[config.mk]
export PLATFORM = sky130hd
export DESIGN_NAME = dff_force_sequencer
export DESIGN_NICKNAME = d
export VERILOG_FILES = /design/src/rtl/dff_force_sequencer_pkg.sv /design/src/rtl/dff_force_sequencer_force_cnt.sv /design/src/rtl/dff_force_sequencer.sv
export SDC_FILE = /design/constraint.sdc
export NUM_CORES = 1
export LEC_CHECK = 0
export CAP_MARGIN = 20
export CORE_ASPECT_RATIO = 1.1
export CORE_MARGIN = 2
export CORE_UTILIZATION = 45
export DETAILED_ROUTE_END_ITERATION = 10
export PLACE_DENSITY = 0.74
export SYNTH_ARGS = -nofsm -noshare
export SYNTH_HDL_FRONTEND = slang
export SYNTH_HIERARCHICAL = 1
export SYNTH_SLANG_ARGS = --single-unit
[constraint.sdc]
create_clock -name CLK -period 2.3 [get_ports CLK]
set_clock_uncertainty 0.05 [all_clocks]
set_input_delay 0.46 -clock CLK [delete_from_list [all_inputs] [get_ports CLK]]
set_output_delay 0.46 -clock CLK [all_outputs]
set_load 0.1 [all_outputs]
[src/rtl/dff_force_sequencer_pkg.sv]
// Shared types and default sizes for the dff_force_sequencer block.
package dff_force_pkg;
  localparam int WIDTH_DEF = 1;
  localparam int CNT_W_DEF = 8;

  typedef enum logic [1:0] {
    IDLE  = 2'd0,
    DELAY = 2'd1,
    FORCE = 2'd2
  } state_t;
endpackage

[src/rtl/dff_force_sequencer_force_cnt.sv]
// Loadable down-counter shared by the delay and hold phases.
// Load has priority over enable; the count parks at zero instead of wrapping.
module force_cnt #(
  parameter int CNT_W = 8
) (
  input  logic             clk_i,
  input  logic             rst_i,
  input  logic             load_i,
  input  logic [CNT_W-1:0] load_val_i,
  input  logic             en_i,
  output logic             zero_o,
  output logic             one_o
);

  logic [CNT_W-1:0] cnt_q;

  // Count register: load, else decrement toward zero.
  always_ff @(posedge clk_i) begin
    if (rst_i) begin
      cnt_q <= '0;
    end else if (load_i) begin
      cnt_q <= load_val_i;
    end else if (en_i && (cnt_q != '0)) begin
      cnt_q <= cnt_q - 1'b1;
    end
  end

  assign zero_o = (cnt_q == '0);
  assign one_o  = (cnt_q == {{(CNT_W-1){1'b0}}, 1'b1});

endmodule

[src/rtl/dff_force_sequencer.sv]
// dff_force_sequencer: WIDTH-bit D register whose output Q can be overridden
// with a latched value for a programmed window (delay, then hold cycles).
// Optional macro FORCE_REARM_EN: when defined, each window re-arms itself
// with the latched delay/hold, giving a periodic force pattern until abort.
// Output flops (Q, Qbar, forcing, done) lag the FSM state by one edge, so a
// window occupying FORCE for hold cycles is visible on Q one edge later.
module dff_force_sequencer
  import dff_force_pkg::*;
#(
  parameter int WIDTH = WIDTH_DEF,
  parameter int CNT_W = CNT_W_DEF
) (
  input  logic             CLK,
  input  logic             RESET,
  input  logic [WIDTH-1:0] D,
  input  logic             start,
  input  logic [CNT_W-1:0] delay,
  input  logic [CNT_W-1:0] hold,
  input  logic [WIDTH-1:0] force_val,
  input  logic             abort,
  output logic [WIDTH-1:0] Q,
  output logic [WIDTH-1:0] Qbar,
  output logic             busy,
  output logic             forcing,
  output logic             done
);

  state_t           state_q;
  logic [CNT_W-1:0] delay_q;
  logic [CNT_W-1:0] hold_q;
  logic [WIDTH-1:0] fval_q;
  logic [WIDTH-1:0] q_q;
  logic [WIDTH-1:0] qbar_q;
  logic             forcing_q;
  logic             done_q;

  logic             cnt_load;
  logic             cnt_en;
  logic [CNT_W-1:0] cnt_val;
  logic             cnt_zero;
  logic             cnt_one;
  logic             cnt_last;

  logic             accept;
  logic             force_win;
  logic             win_end;
  logic [WIDTH-1:0] q_d;

  force_cnt #(.CNT_W(CNT_W)) u_cnt (
    .clk_i      (CLK),
    .rst_i      (RESET),
    .load_i     (cnt_load),
    .load_val_i (cnt_val),
    .en_i       (cnt_en),
    .zero_o     (cnt_zero),
    .one_o      (cnt_one)
  );

  // Zero is treated like one so a phase can never stall on an empty count.
  assign cnt_last  = cnt_one | cnt_zero;
  assign accept    = (state_q == IDLE) && start && !abort;
  assign force_win = (state_q == FORCE) && !abort;
  assign win_end   = !abort &&
                     (((state_q == FORCE) && cnt_last) ||
                      ((state_q == DELAY) && (hold_q == '0)));
  // Q holds the live D sample whenever it is not overridden.
  assign q_d       = force_win ? fval_q : D;

  // Counter control: load at phase entry, otherwise count down.
  always_comb begin
    cnt_load = 1'b0;
    cnt_en   = 1'b0;
    cnt_val  = hold_q;
    case (state_q)
      IDLE: begin
        if (accept) begin
          cnt_load = 1'b1;
          cnt_val  = (delay == '0) ? hold : delay;
        end
      end
      DELAY: begin
        if (cnt_last) begin
          cnt_load = 1'b1;
          cnt_val  = hold_q;
        end else begin
          cnt_en = 1'b1;
        end
      end
      FORCE: begin
        if (cnt_last) begin
`ifdef FORCE_REARM_EN
          cnt_load = 1'b1;
          cnt_val  = (delay_q == '0) ? hold_q : delay_q;
`endif
        end else begin
          cnt_en = 1'b1;
        end
      end
      default: ;
    endcase
  end

  // Sequencer FSM with registered Q/Qbar/forcing/done.
  always_ff @(posedge CLK) begin
    if (RESET) begin
      state_q   <= IDLE;
      delay_q   <= '0;
      hold_q    <= '0;
      fval_q    <= '0;
      q_q       <= '0;
      qbar_q    <= '1;
      forcing_q <= 1'b0;
      done_q    <= 1'b0;
    end else begin
      q_q       <= q_d;
      qbar_q    <= ~q_d;
      forcing_q <= force_win;
      done_q    <= win_end;
      if (abort) begin
        state_q <= IDLE;
      end else begin
        case (state_q)
          IDLE: begin
            if (start) begin
              delay_q <= delay;
              hold_q  <= hold;
              fval_q  <= force_val;
              // A zero-length window spends one cycle in DELAY to report done.
              if (hold == '0)       state_q <= DELAY;
              else if (delay == '0) state_q <= FORCE;
              else                  state_q <= DELAY;
            end
          end
          DELAY: begin
            if (hold_q == '0)  state_q <= IDLE;
            else if (cnt_last) state_q <= FORCE;
          end
          FORCE: begin
            if (cnt_last) begin
`ifdef FORCE_REARM_EN
              state_q <= (delay_q == '0) ? FORCE : DELAY;
`else
              state_q <= IDLE;
`endif
            end
          end
          default: state_q <= IDLE;
        endcase
      end
    end
  end

  assign Q       = q_q;
  assign Qbar    = qbar_q;
  assign busy    = (state_q != IDLE);
  assign forcing = forcing_q;
  assign done    = done_q;

endmodule

# == Word-level counts from Yosys, hierarchy flattened ==
# Cells that the tools add are included.
# word_totals
reg_bits,23
output_inout_bits,5
wordCells,57
# op_classes
addsub,1
n_eq_ne,6
mux,18
bitwise,3
n_reduce_logical,21
# ops
operator,n
$mux 8,5
$logic_not 8->1,4
$mux 2,6
$eq 8x1->1 const B,1
$reduce_bool 8->1,1
$sub 8x1->8 const B,1
$logic_and 1x1->1,7
$pmux 2 s3,1
$reduce_and 3->1,2
$mux 1,5
$ne 2x2->1 const B,2
$reduce_bool 2->1,2
$reduce_or 2->1,2
$ne 3x2->1 const B,1
$eq 2x1->1 const B,1
$eq 2x2->1 const B,1
$logic_not 2->1,1
$not 1->1,2
$pmux 1 s2,1
$logic_not 1->1,1
$logic_or 1x1->1,1
$or 1x1->1,1

# == Depth between registers and ports, before layout ==
# logic_depth
depth_word,7
mapped_depth,11
depth_no_buf,10

# == Hierarchy ==
# The synthesis kept the hierarchy.
# by_module_without_submodules
module,instances,cells_per_inst,area_per_inst_um2
dff_force_sequencer,1,100,780.7
force_cnt,1,62,524.3

# == Worst setup path after synthesis ==
# Ideal clock, no wire load.
# synth_path
kind,reg2reg
startpoint,reg u_cnt.cnt_q[0]
endpoint,reg u_cnt.cnt_q[0]
arrival_ps,2161
required_ps,2111
slack_ps,-49
stages_incl_launch_ff,11
period_less_slack_ps,2349
path_cell_list,dfxtp_1 -> inv_1 -> ha_1 -> nor3b_1 -> and2_1 -> nor2_1 -> o21ai_0 -> inv_1 -> clkbuf_1 -> nor2_1 -> a211oi_1
# synth_via
elab_cells_between_ends,13
# synth_lines
element,line,text
start: declaration,dff_force_sequencer_force_cnt.sv:15,logic [CNT_W-1:0] cnt_q;
start signal: assignment,dff_force_sequencer_force_cnt.sv:22,cnt_q <= load_val_i;
start signal: assignment,dff_force_sequencer_force_cnt.sv:24,cnt_q <= cnt_q - 1'b1;
$logic_not 8->1 *,dff_force_sequencer_force_cnt.sv:28,assign zero_o = (cnt_q == '0);
named net cnt_zero,dff_force_sequencer.sv:40,logic cnt_zero;
$or 1x1->1 *,dff_force_sequencer.sv:60,assign cnt_last = cnt_one | cnt_zero;
$mux 1 *,dff_force_sequencer.sv:82,if (cnt_last) begin
$pmux 1 s2 *,dff_force_sequencer.sv:74,case (state_q)
named net cnt_load,dff_force_sequencer.sv:37,logic cnt_load;
$mux 8 / $reduce_bool 2->1 (equally long branches),-,
# The timed path passes the listed nets; every way through them passes the cells marked *. The select of a mux whose other input is x is not followed.
# A chain may end at the register's enable or synchronous reset.

# == Worst setup path in the final report ==
# layout_path
startpoint,reg u_cnt.cnt_q[2]
endpoint,reg u_cnt.cnt_q[3]
# layout_via
elab_cells_between_ends,13
# layout_lines
element,line,text
$eq 8x1->1 *,dff_force_sequencer_force_cnt.sv:29,"assign one_o = (cnt_q == {{(CNT_W-1){1'b0}}, 1'b1});"
named net cnt_one,dff_force_sequencer.sv:41,logic cnt_one;
$or 1x1->1 *,dff_force_sequencer.sv:60,
$mux 1 *,dff_force_sequencer.sv:82,
$pmux 1 s2 *,dff_force_sequencer.sv:74,
named net cnt_load,dff_force_sequencer.sv:37,
$mux 8 / $reduce_bool 2->1 (equally long branches),-,
# Marked as above.

==> flow_summary.ini <==
[logic_synthesis]
syn_inst = 162
ys_seq_area_share_pct = 35.3
synth_area_leaders = dfxtp_1 (35%), a21oi_1 (8.1%), nand2_1 (6.6%)
synth_seq_cells = 23
ys.flop_type = dfxtp_1
ys_types = 46
syn_nets = 190
synth-edff-count = 0
syn_avg_cell_area_um2 = 8.06
syn_area_um2 = 1310
async_flop_share_pct = 0
synth_top_area_share_pct = 35.3
yosys_warnings = 6
synth_commonest_cells = dfxtp_1 (23), nand2_1 (23), a21oi_1 (21)
yosysTopAreaCell = dfxtp_1

[min_path]
worstHoldPathType = reg2reg
worstHoldEndpoint = fval_q
hp-start = fval_q
hold_depth = 2

[clock_network]
cts_sinks = 23
cts_root_buf = clkbuf_4
insertion_delay_ns = 0.31
tritoncts = yes
clk_path_buf_depth = 2
cts.hold.buffers_added = 0
numCtsBuffers = 3
htree_levels = 1
post_cts_buffers = 0
clkTransAtPathRegs_ns = 0.12

[global_routing]
antenna_found_initial = 0
gr-total-overflow = 0
grt_max_degree = 19
grt_pass1_vias = 1221
grt_pass1_wl_um = 5240
grt_usage_pct = 19.7

[layout]
area_growth_pct = 33.8
antenna_cells = 0
instances_no_fill = 232
drive_gt1_share_pct = 18.6
nets = 228
final_area_um2 = 1750

[drt]
drt_wl_total_um = 3220
routed_via_density = 5.56
dr.pass1.iters = 4
wl_per_cell_um = 13.9
ant_nets = 0
route.detailed.drc = 0
route.vias.total = 1291
drtIter0Drc = 40

[power_and_ir_drop]
combPwrFrac_pct = 44.2
sw_frac_of_total_pct = 36.6
p_int_w = 0.000745
powerDensity_nw_per_um2 = 674
seqPwrFrac_pct = 40.0
irDropWorstVdd_uv = 503
power_frac_clock_pct = 15.7
power_leakage_nw = 0.666
switching_power_w = 0.000431

[sta]
relSlewSlack_pct = 59.4
worst_pin_slew_ns = 0.603
fin_ws_ns = 0.162
fin_crit_sh_pct = 93.0
setup_viol = 0
fin_crit_ns = 2.14
final_max_slew_viol_count = 0
fmax_mhz = 468
hold_viol_final = 0

[worst_setup_path]
r2r.worst_path.cells = 9
start_kind = register
crit_required_ns = 2.47
crit_type = reg2reg
crit_fanout = 6
regToRegSetupSlack_ns = 0.16
cp.arrival_ns = 2.31
timing.rr.start = u_cnt/cnt_q[2]
end_kind = register
rr_endpoint = u_cnt/cnt_q[3]

[floorplan]
rows = 20
die_w_um = 55.3
io_pins = 27
design.core.area_um2 = 2750
dieArea_um2 = 3350
initial_utilization_pct = 47.4
die_h_um = 60.5

[placed_design]
place_ws_ns = -0.0688
port_buffers = 26
dp_hpwl_um = 2540
place_area_um2 = 1680
gp_congestion = 0.913
dpl.cell_count = 228

[outcome]
status = finished, final reports clean

[run]
cap_violations = 0
## timing repair
action,in CTS,in global routing
resized for setup,1,11
setup endpoints to repair,1,9
hold endpoints to repair,0,0
pin swaps,0,0
## sequential cells by signal (all words and copies together) (netlist names)
name         count
Q                1
Qbar             1
done             1
forcing          1
fval_q           1
hold_q           8
state_q          2
u_cnt/cnt_q      8
## metrics by stage
stage          TNS [ns]  utilization, %  power (W)  hold WS, ns
2_1_floorplan         0               -   0.000757        0.386
3_3_place_gp    -0.0218            60.9   0.000940        0.396
3_5_place_dp     -0.213            60.9   0.000953        0.400
4_1_cts               0            62.0    0.00114        0.419
5_1_grt        -0.00646            63.5    0.00124        0.446
6_report              0            63.5    0.00118        0.416
## worst max-delay path, cell delays in order (launching register included)
cell and delay [ns]:
dfxtp_1 0.38, nor4_4 0.31, nor2b_4 0.21, and3b_1 0.23, nor2_1 0.07, buf_4 0.15, o21ai_2 0.17, inv_2 0.09
and4_1 0.18, nor4_1 0.22
## layer usage
layer,share of wire (%),GRT usage (%),vias up
met5,0,0,-
met1,45,23.8,596
met3,3.2,2.13,4
li1,-,-,661
met4,1.4,6.27,0
met2,50,37.4,30
## area by class of cell
cell class | count | area, um2
inverters | 10 | 37.5
well taps | 33 | 41.3
repair buffers | 38 | 350
multi-input cells | 124 | 830
clock buffers | 4 | 26.3
flip-flops and latches | 23 | 462
fillers | 251 | 1010
## how the worst max path moves through the flow
stage                               from              to  slack [ns]  depth (start not counted)
after floorplan               state_q[0]  u_cnt/cnt_q[1]        0.09                         11
after global placement          delay[1]  u_cnt/cnt_q[0]       -0.02                          7
after detailed placement        delay[0]  u_cnt/cnt_q[2]       -0.07                          7
after CTS                 u_cnt/cnt_q[1]  u_cnt/cnt_q[5]        0.04                         10
after global routing      u_cnt/cnt_q[2]  u_cnt/cnt_q[3]      -0.006                          9
final                     u_cnt/cnt_q[2]  u_cnt/cnt_q[3]        0.16                          9
## power groups by stage
stage	Clock [W]	Sequential (W)	Combinational [W]
2_1_floorplan	0	0.000494	0.000263
3_3_place_gp	0	0.000475	0.000464
3_5_place_dp	0	0.000476	0.000477
4_1_cts	0.000191	0.000467	0.000482
5_1_grt	0.000205	0.000475	0.000564
6_report	0.000185	0.000471	0.000520
## logic make-up (layout without fill, tap and decap cells)
logic type	count (synthesis)	in the layout	share of synthesized area [%]
AND/OR/NAND/NOR	63	63	26.2
flip-flops	23	23	35.3
adder cells (fa/ha/maj)	6	6	5.75
buffers and inverters	15	52	4.41
multiplexers	2	2	1.53
AO/OA/AOI/OAI	50	50	24.8
XOR/XNOR	3	3	2.01
## layout by cell type, fill, tap and decap left out, types with 2 or more instances in the layout
cell type and count:
nor2_1 12, a21oi_1 20, o21ai_1 8, nor3_1 2
nand3_1 2, or2_1 2, inv_1 9, clkbuf_4 3
nor4_1 4, ha_1 6, a211oi_2 2, mux2i_1 2
clkdlybuf4s50_1 21, and2_1 2, nor4_2 2, xnor2_1 3
buf_4 16, a211oi_1 4, nand2_1 23, dfxtp_1 22
Note: power is estimated with default switching activity, not from simulation.
